$ cat src/rtl/lod_k_stage_pkg.sv
// Constants shared by the approximate-multiplier stages: operand width, index width
// and the width of the zero-result counter.
package lod_k_stage_pkg;

  localparam int unsigned AmWidth        = 16;
  localparam int unsigned AmLog2Width    = 4;
  localparam int unsigned AmZeroCntWidth = 16;

endpackage

$ cat src/rtl/lod_priority.sv
// Leading-one detector: index of the most-significant set bit, the operand with that
// bit cleared, and a flag for an all-zero operand (index and residue are then zero).
module lod_priority
  import lod_k_stage_pkg::*;
#(
  parameter int unsigned WIDTH      = AmWidth,
  parameter int unsigned LOG2_WIDTH = AmLog2Width
) (
  input  logic [WIDTH-1:0]      operand_i,
  output logic [LOG2_WIDTH-1:0] k_o,
  output logic [WIDTH-1:0]      residue_o,
  output logic                  zero_o
);

  always_comb begin
    k_o    = '0;
    zero_o = 1'b1;
    // Ascending scan: the last set bit seen is the most significant one.
    for (int unsigned i = 0; i < WIDTH; i++) begin
      if (operand_i[i]) begin
        k_o    = LOG2_WIDTH'(i);
        zero_o = 1'b0;
      end
    end
    residue_o = operand_i;
    if (!zero_o) begin
      residue_o[k_o] = 1'b0;
    end
  end

endmodule

$ cat src/rtl/lod_k_stage.sv
// Two-stage leading-one stage of the approximate multiplier: S1 holds the operand pair,
// S2 holds the leading-one indices, residues and zero flag, with valid/ready flow control.
module lod_k_stage
  import lod_k_stage_pkg::*;
#(
  parameter int unsigned WIDTH      = AmWidth,
  parameter int unsigned LOG2_WIDTH = AmLog2Width
) (
  input  logic                      CLK,
  input  logic                      RST_N,
  input  logic                      IN_VALID,
  output logic                      IN_READY,
  input  logic [WIDTH-1:0]          A,
  input  logic [WIDTH-1:0]          B,
  output logic                      OUT_VALID,
  input  logic                      OUT_READY,
  output logic [LOG2_WIDTH-1:0]     KA,
  output logic [LOG2_WIDTH-1:0]     KB,
  output logic [WIDTH-1:0]          RES_A,
  output logic [WIDTH-1:0]          RES_B,
  output logic                      ZERO,
  output logic [AmZeroCntWidth-1:0] ZERO_CNT
);

  logic                      s1_valid_q;
  logic [WIDTH-1:0]          a_q, b_q;
  logic                      out_valid_q;
  logic [LOG2_WIDTH-1:0]     ka_q, kb_q;
  logic [WIDTH-1:0]          res_a_q, res_b_q;
  logic                      zero_q;
  logic [AmZeroCntWidth-1:0] zero_cnt_q, zero_cnt_d;

  logic                      s2_ready, s1_load, s2_load;
  logic [LOG2_WIDTH-1:0]     ka_d, kb_d;
  logic [WIDTH-1:0]          res_a_d, res_b_d;
  logic                      zero_a, zero_b;

  lod_priority #(
    .WIDTH      (WIDTH),
    .LOG2_WIDTH (LOG2_WIDTH)
  ) u_lod_a (
    .operand_i (a_q),
    .k_o       (ka_d),
    .residue_o (res_a_d),
    .zero_o    (zero_a)
  );

  lod_priority #(
    .WIDTH      (WIDTH),
    .LOG2_WIDTH (LOG2_WIDTH)
  ) u_lod_b (
    .operand_i (b_q),
    .k_o       (kb_d),
    .residue_o (res_b_d),
    .zero_o    (zero_b)
  );

  // Each stage may load when empty or when its contents leave on the same edge.
  always_comb begin
    s2_ready = !out_valid_q || OUT_READY;
    IN_READY = !s1_valid_q || s2_ready;
    s1_load  = IN_VALID && IN_READY;
    s2_load  = s1_valid_q && s2_ready;
    zero_cnt_d = zero_cnt_q;
    if (out_valid_q && OUT_READY && zero_q && (zero_cnt_q != '1)) begin
      zero_cnt_d = zero_cnt_q + 1'b1;
    end
  end

  always_ff @(posedge CLK) begin
    if (!RST_N) begin
      s1_valid_q  <= 1'b0;
      a_q         <= '0;
      b_q         <= '0;
      out_valid_q <= 1'b0;
      ka_q        <= '0;
      kb_q        <= '0;
      res_a_q     <= '0;
      res_b_q     <= '0;
      zero_q      <= 1'b0;
      zero_cnt_q  <= '0;
    end else begin
      if (IN_READY) begin
        s1_valid_q <= IN_VALID;
      end
      if (s1_load) begin
        a_q <= A;
        b_q <= B;
      end
      if (s2_ready) begin
        out_valid_q <= s1_valid_q;
      end
      if (s2_load) begin
        ka_q    <= ka_d;
        kb_q    <= kb_d;
        res_a_q <= res_a_d;
        res_b_q <= res_b_d;
        zero_q  <= zero_a || zero_b;
      end
      zero_cnt_q <= zero_cnt_d;
    end
  end

  assign OUT_VALID = out_valid_q;
  assign KA        = ka_q;
  assign KB        = kb_q;
  assign RES_A     = res_a_q;
  assign RES_B     = res_b_q;
  assign ZERO      = zero_q;
  assign ZERO_CNT  = zero_cnt_q;

endmodule

$ cat config.mk
export PLATFORM = sky130hd
export DESIGN_NAME = lod_k_stage
export DESIGN_NICKNAME = d
export VERILOG_FILES = /design/src/rtl/lod_k_stage_pkg.sv /design/src/rtl/lod_priority.sv /design/src/rtl/lod_k_stage.sv
export SDC_FILE = /design/constraint.sdc
export NUM_CORES = 1
export LEC_CHECK = 0
export BUFFER_PORTS_ARGS = -buffer_cell sky130_fd_sc_hd__buf_2
export CORE_MARGIN = 10
export CORE_UTILIZATION = 35
export DETAILED_ROUTE_END_ITERATION = 8
export PLACE_DENSITY = 0.64
export SYNTH_ARGS = -nofsm -noshare
export SYNTH_HDL_FRONTEND = slang
export SYNTH_SLANG_ARGS = --single-unit
export TNS_END_PERCENT = 1
$ cat constraint.sdc
create_clock -name CLK -period 3.3 [get_ports CLK]
set_clock_uncertainty 0.2 [all_clocks]
set_input_delay 0.66 -clock CLK [delete_from_list [all_inputs] [get_ports CLK]]
set_output_delay 0.66 -clock CLK [all_outputs]
set_load 0.05 [all_outputs]
==> impl_metrics.csv, run 1 <==
group,metric,value,unit
clock_tree,clock_path_buffers,2,
logic_synthesis,synth_warnings,0,
floorplanning,core,10980,um2
critical_path,path_max_fanout,27,
logic_synthesis,synth_top_cell_by_area,"sky130_fd_sc_hd__dfxtp_1",
placement,buffer_ports.inserted,94,
power,power_per_cell_area,533.1,nW/um2
power,irDropWorstVdd,0.2109,mV
logic_synthesis,syn_nets,516,
timing,post-route-period-util,72.92,%
route,routed_via_density,5.408,
timing,report.final.slew_viol_count,0,
critical_path,critPathCaptureType,"flop",
global_route,largest_net_degree_at_the_start_of_global_routing,53,
logic_synthesis,synth_top_area_share,45.80,%
critical_path,timing_worst_setup_path_type,"reg -> reg",
cells_and_area,design.final.nets,597,
critical_path,timing.critical_path.arrival,2.44,ns
timing,post-route-min-period,2.406,ns
cells_and_area,mostFrequentLayoutCell,"sky130_fd_sc_hd__nand2_1",
cells_and_area,drive_above_1_share,23.40,%
floorplanning,fp.dieArea,16030,um2
logic_synthesis,netlist_top_cells_area,"sky130_fd_sc_hd__dfxtp_1, sky130_fd_sc_hd__nand2_1, sky130_fd_sc_hd__a21oi_1",
floorplanning,die_outline_width,126.6,um
timing,finalSetupViolations,0,
clock_tree,clock_sinks,91,
critical_path,crit_path_start_kind,"flop",
outcome,status,"finished clean",
route,routed_wl,11850,um
timing,hold_viol_final,0,
floorplanning,i_o_pins,95,
logic_synthesis,yosysSeqAreaShare,45.80,%
global_route,first_global_vias,3797,
clock_tree,clock_latency_at_the_later_pin_of_the_worst_skew_pair,0.34,ns
timing,tns,0,ns
global_route,total_global_route_track_usage,14.65,%
power,static-leakage-power,1.972,nW
cells_and_area,final_core_util,44.04,%
placement,placed_cells,689,
route,ant_nets,0,
clock_tree,postCtsResizedCells,0,
route,vias,3807,
clock_tree,clock-root-buffer,"sky130_fd_sc_hd__clkbuf_16",
floorplanning,chipHeight,126.6,um
placement,gp_routability_congestion,0.8176,
floorplanning,start_util,36.22,%
critical_path,critical_path_required,3.33,ns
run,max_cap_viol_count,0,
clock_tree,cts.repair_timing.setup_buffer_count,0,
route,initialDrtViolationCount,245,
route,drtPass1Iterations,4,
clock_tree,cts_htree_levels,3,
min_path,hold_path_class,"reg -> reg",
logic_synthesis,post_synth_num_cell_types,51,
clock_tree,hold_buffers,0,
global_route,grt_remaining_overflow,0,
cells_and_area,post_layout_nonfiller_instances,704,
timing,max_frequency,0.4156,GHz
global_route,grt_antenna_before_repair,1,
logic_synthesis,postSynthCellCount,479,
cells_and_area,area.growth.synth_to_final,21.61,%
clock_tree,clkSlewWorstSetupHoldPaths,0.07,ns
clock_tree,tritoncts,"yes",
route,avgRoutedWirePerCell,16.84,um
timing,tightestPinTransition,1.097,ns
route,drc,0,
clock_tree,total_cts_buffers,9,
floorplanning,fp-row-count,38,
cells_and_area,antenna_cells_inserted,0,
cells_and_area,most-common-layout-cells,"sky130_fd_sc_hd__nand2_1, sky130_fd_sc_hd__buf_2, sky130_fd_sc_hd__dfxtp_1",
logic_synthesis,postSynthAreaPerCell,8.304,um2
global_route,grt_first_pass_wirelength,19630,um
timing,timing.slew.headroom,26.51,%
timing,rsz0062_at_grt,"no",
logic_synthesis,syn_area,3978,um2
logic_synthesis,postSynthRegisterBits,91,
placement,dp.final_hpwl,8617,um
power by group:
group	total, W	leakage [nW]	switching [W]	internal, W
clock network	0.00103	0.146	0.000410	0.000624
logic	0.000350	1.08	0.000234	0.000116
registers	0.00120	0.742	0.0000555	0.00114
total	0.00258	1.97	0.000699	0.00188
worst paths after layout:
check                               from                     to  slack, ns  depth (start not counted)
hold / removal     RES_A[3]$_SDFFE_PN0P_  RES_A[3]$_SDFFE_PN0P_       0.24                          2
hold reg to reg    RES_A[3]$_SDFFE_PN0P_  RES_A[3]$_SDFFE_PN0P_       0.24                          2
setup / recovery  OUT_VALID$_SDFFE_PN0P_  RES_A[2]$_SDFFE_PN0P_       0.89                          5
setup reg to reg  OUT_VALID$_SDFFE_PN0P_  RES_A[2]$_SDFFE_PN0P_       0.89                          5
registers in the layout (all words and copies together) (netlist names):
name / flops
KB: 4
a_q: 16
b_q: 16
ZERO_CNT: 16
s1_valid_q: 1
KA: 4
RES_A: 16
RES_B: 16
ZERO: 1
OUT_VALID: 1
worst max-delay path: stages, from the launching register on:
cell and delay [ns]:
sky130_fd_sc_hd__dfxtp_1 0.33, sky130_fd_sc_hd__nor2b_1 0.20, sky130_fd_sc_hd__nor2b_2 0.87, sky130_fd_sc_hd__nor2_1 0.15, sky130_fd_sc_hd__buf_4 0.22, sky130_fd_sc_hd__a221o_1 0.34
kinds of logic (layout without fill, tap and decap cells):
family / Yosys count / count (layout) / share of synthesized area (%)
buffers and inverters: 40 / 125 / 4.404
adders and majority gates: 1 / 1 / 0.3145
AOI/OAI and AO/OA: 97 / 97 / 16.33
muxes: 4 / 4 / 1.038
and+or+nand+nor: 233 / 233 / 29.25
DFF: 91 / 91 / 45.80
xor gates and xnor gates: 13 / 13 / 2.863
stage by stage:
stage	cell area (um2)	total power [W]	setup WS (ns)	hold slack [ns]
after floorplan	3978	0.001462	0.9038	0.2460
after global placement	4542	0.001559	0.6439	0.2254
after detailed placement	4542	0.001568	0.5710	0.2289
after CTS	4837	0.002594	0.9116	0.2381
after global routing	4837	0.002689	0.7383	0.2685
final	4837	0.002579	0.8936	0.2358
final cells by class:
class,instances,area [um2]
Clock inverter,2,35.03
Fill cell,1149,6146
Clock buffer,13,260.3
Multi-Input combinational cell,348,1988
Timing Repair Buffer,101,523.0
Sequential cell,91,1822
Tap cell,140,175.2
Inverter,9,33.78
synth_stat cells (all sizes together):
cell type	n
nand2	102
dfxtp	91
nor2	47
a21oi	44
clkbuf	17
nor4	15
buf	14
nand3	14
o21ai	11
a32o	10
inv	9
nor3	9
xnor2	9
nand4	8
a221oi	6
nor2b	6
nand2b	5
nand3b	5
nor4b	5
and3	4
nor3b	4
or4	4
xor2	4
a31oi	3
a32oi	3
mux2i	3
o311ai	3
o31a	3
o31ai	3
a211oi	2
o211a	2
o211ai	2
o22ai	2
or2	2
a221o	1
a2bb2oi	1
and2	1
ha	1
mux2	1
nand4b	1
o21bai	1
or3	1
per-layer routing:
metal / routed length, um / vias to the layer above / track usage [%] / part of all wire, %
li1: - / 1852 / - / -
met1: 5396 / 1811 / 18.95 / 46
met2: 5317 / 132 / 22.48 / 45
met3: 984 / 12 / 4.790 / 8.3
met4: 156 / 0 / 4.689 / 1.3
met5: 0 / - / 0 / 0
(Power assumes the default switching activity.)
==> run 2: changes to the inputs <==
--- a/config.mk
+++ b/config.mk
@@ -9,7 +9,7 @@
 export CORE_MARGIN = 10
 export CORE_UTILIZATION = 35
 export DETAILED_ROUTE_END_ITERATION = 8
-export PLACE_DENSITY = 0.64
+export PLACE_DENSITY = 0.66
 export SYNTH_ARGS = -nofsm -noshare
 export SYNTH_HDL_FRONTEND = slang
 export SYNTH_SLANG_ARGS = --single-unit
==> constraint.sdc (replaced) <==
create_clock -name CLK -period 2.2 [get_ports CLK]
set_clock_uncertainty 0.2 [all_clocks]
set_input_delay 0.44 -clock CLK [delete_from_list [all_inputs] [get_ports CLK]]
set_output_delay 0.44 -clock CLK [all_outputs]
set_load 0.05 [all_outputs]
==> run 2 against run 1 <==
  * Die area did not move
  * Sequential power rose by 48%
  * Critical path depth did not move
==> impl_metrics.csv, run 2 (synthesis gave the netlist of run 1 again) <==
group,metric,value,unit
outcome,status,"finished clean",
timing,final.hold.worst_slack,0.1385,ns
clock_tree,cts_htree_levels,3,
global_route,largest_net_degree_at_the_start_of_global_routing,34,
timing,finalSetupViolations,0,
floorplanning,start_util,36.22,%
cells_and_area,drive_above_1_share,27.38,%
clock_tree,clock_sinks,91,
floorplanning,i_o_pins,95,
route,drtPass1Iterations,5,
route,routed_wl,11800,um
critical_path,crit_chain,"nand2b_1 -> a221oi_1 -> o22ai_2 -> o311ai_0 -> nand2_1",
cells_and_area,antenna_cells_inserted,0,
route,ant_nets,0,
clock_tree,clock-root-buffer,"sky130_fd_sc_hd__clkbuf_16",
min_path,hold_path_class,"in -> reg",
placement,placed_cells,712,
cells_and_area,area.growth.synth_to_final,26.83,%
global_route,first_global_vias,3681,
global_route,grt_remaining_overflow,0,
critical_path,critical_path_required,2.22,ns
floorplanning,core,10980,um2
timing,rsz0062_at_grt,"no",
critical_path,critPathCaptureType,"flop",
global_route,grt_first_pass_wirelength,18970,um
run,max_cap_viol_count,0,
timing,report.final.slew_viol_count,0,
power,irDropWorstVdd,0.4346,mV
critical_path,largest_incremental_delay_on_the_critical_path,0.45,ns
clock_tree,cts.repair_timing.setup_buffer_count,0,
timing,hold_viol_final,0,
critical_path,crit_path_start_kind,"flop",
cells_and_area,most-common-layout-cells,"sky130_fd_sc_hd__nand2_1, sky130_fd_sc_hd__buf_2, sky130_fd_sc_hd__dfxtp_1",
critical_path,sum_of_buffers_and_inverters_on_the_critical_path,0,
timing,max_frequency,0.4948,GHz
route,avgRoutedWirePerCell,16.21,um
placement,gp_routability_congestion,0.8928,
cells_and_area,post_layout_nonfiller_instances,728,
route,routed_via_density,5.313,
clock_tree,tritoncts,"yes",
critical_path,timing.critical_path.arrival,2.04,ns
clock_tree,total_cts_buffers,9,
route,drc,0,
timing,tns,0,ns
placement,buffer_ports.inserted,94,
floorplanning,chipHeight,126.6,um
clock_tree,clock_latency_at_the_later_pin_of_the_worst_skew_pair,0.34,ns
clock_tree,clock_path_buffers,2,
critical_path,timing_worst_setup_path_type,"reg -> reg",
critical_path,path_max_fanout,9,
placement,dp.final_hpwl,8981,um
power,power_per_cell_area,793.6,nW/um2
route,vias,3868,
critical_path,worst_path_max_delay_cell,"sky130_fd_sc_hd__o311ai_0",
floorplanning,die_outline_width,126.6,um
clock_tree,clkSlewWorstSetupHoldPaths,0.06,ns
power,p_total,0.004004,W
global_route,total_global_route_track_usage,14.27,%
clock_tree,hold_buffers,0,
cells_and_area,design.final.nets,620,
power,static-leakage-power,2.092,nW
timing,post-route-period-util,91.87,%
route,initialDrtViolationCount,253,
global_route,grt_antenna_before_repair,0,
timing,post-route-min-period,2.021,ns
timing,timing.slew.headroom,53.08,%
floorplanning,fp-row-count,38,
timing,tightestPinTransition,0.6974,ns
critical_path,path_delay_family,"compound AO/OA/AOI/OAI gates",
floorplanning,fp.dieArea,16030,um2
cells_and_area,mostFrequentLayoutCell,"sky130_fd_sc_hd__nand2_1",
[run 2: cell types whose count changed in the layout (fill, tap and decap cells not counted)]
cell,before,now
sky130_fd_sc_hd__bufinv_16,1,2
sky130_fd_sc_hd__dfxtp_2,0,1
sky130_fd_sc_hd__a221oi_1,6,5
sky130_fd_sc_hd__a221oi_2,0,1
sky130_fd_sc_hd__dfxtp_1,91,90
sky130_fd_sc_hd__buf_4,7,30
sky130_fd_sc_hd__clkbuf_8,2,0
sky130_fd_sc_hd__nor2b_1,5,4
sky130_fd_sc_hd__nor2b_2,1,2
sky130_fd_sc_hd__nand2_2,0,1
sky130_fd_sc_hd__inv_6,0,1
sky130_fd_sc_hd__clkbuf_1,2,1
sky130_fd_sc_hd__clkinvlp_4,0,2
sky130_fd_sc_hd__nand2_1,102,101
[run 2: worst paths after layout]
path	from	endpoint	slack, ns	depth (start not counted)
worst min register to register	RES_B[1]$_SDFFE_PN0P_	RES_B[1]$_SDFFE_PN0P_	0.25	2
worst min-delay path	A[6]	a_q[6]$_SDFFE_PN0P_	0.14	3
worst max-delay path	b_q[1]$_SDFFE_PN0P_	RES_B[1]$_SDFFE_PN0P_	0.18	5
worst max register to register	b_q[1]$_SDFFE_PN0P_	RES_B[1]$_SDFFE_PN0P_	0.18	5
[run 2: through the flow]
step / utilization (%) / setup WS (ns) / instance area (um2)
2_1_floorplan: - / -0.009727 / 3981
3_3_place_gp: 42.96 / 0.2360 / 4718
3_5_place_dp: 42.96 / 0.1667 / 4718
4_1_cts: 45.85 / 0.07247 / 5036
5_1_grt: 45.93 / 0.04306 / 5045
6_report: 45.93 / 0.1788 / 5045
[run 2: worst min-delay path, delay by kind of cell]
kind	cells	cell delay [ns]
compound gates	1	0.05
buf+inv	1	0.09
simple gates	1	0.04
[run 2: timing repair]
| item | 4_1_cts | 5_1_grt |
|---|---|---|
| setup endpoints to repair | 0 | 4 |
| hold endpoints to repair | 0 | 0 |
| gates resized for setup | 0 | 2 |
[run 2: where the power goes]
part | internal (W) | total [W] | switching, W
Clock | 0.000997 | 0.00164 | 0.000642
Combinational | 0.000210 | 0.000586 | 0.000375
Sequential | 0.00171 | 0.00178 | 0.0000687
Total | 0.00292 | 0.00400 | 0.00109
[run 2: cell type report]
| cell class | count | area [um2] |
|---|---|---|
| fill | 1074 | 5938 |
| multi-input combinational | 348 | 1999 |
| sequential | 91 | 1823 |
| timing repair buffer | 124 | 695.7 |
| clock buffer | 10 | 229.0 |
| tap | 140 | 175.2 |
| clock inverter | 6 | 88.84 |
| inverter | 9 | 33.78 |
[run 2: metal layers]
metal / GRT usage (%) / routed length, um / up-vias
met1: 18.48 / 5480 / 1818
met2: 22.14 / 5309 / 135
met5: 0 / 0 / -
li1: - / - / 1903
met3: 4.248 / 858 / 12
met4: 4.689 / 150 / 0
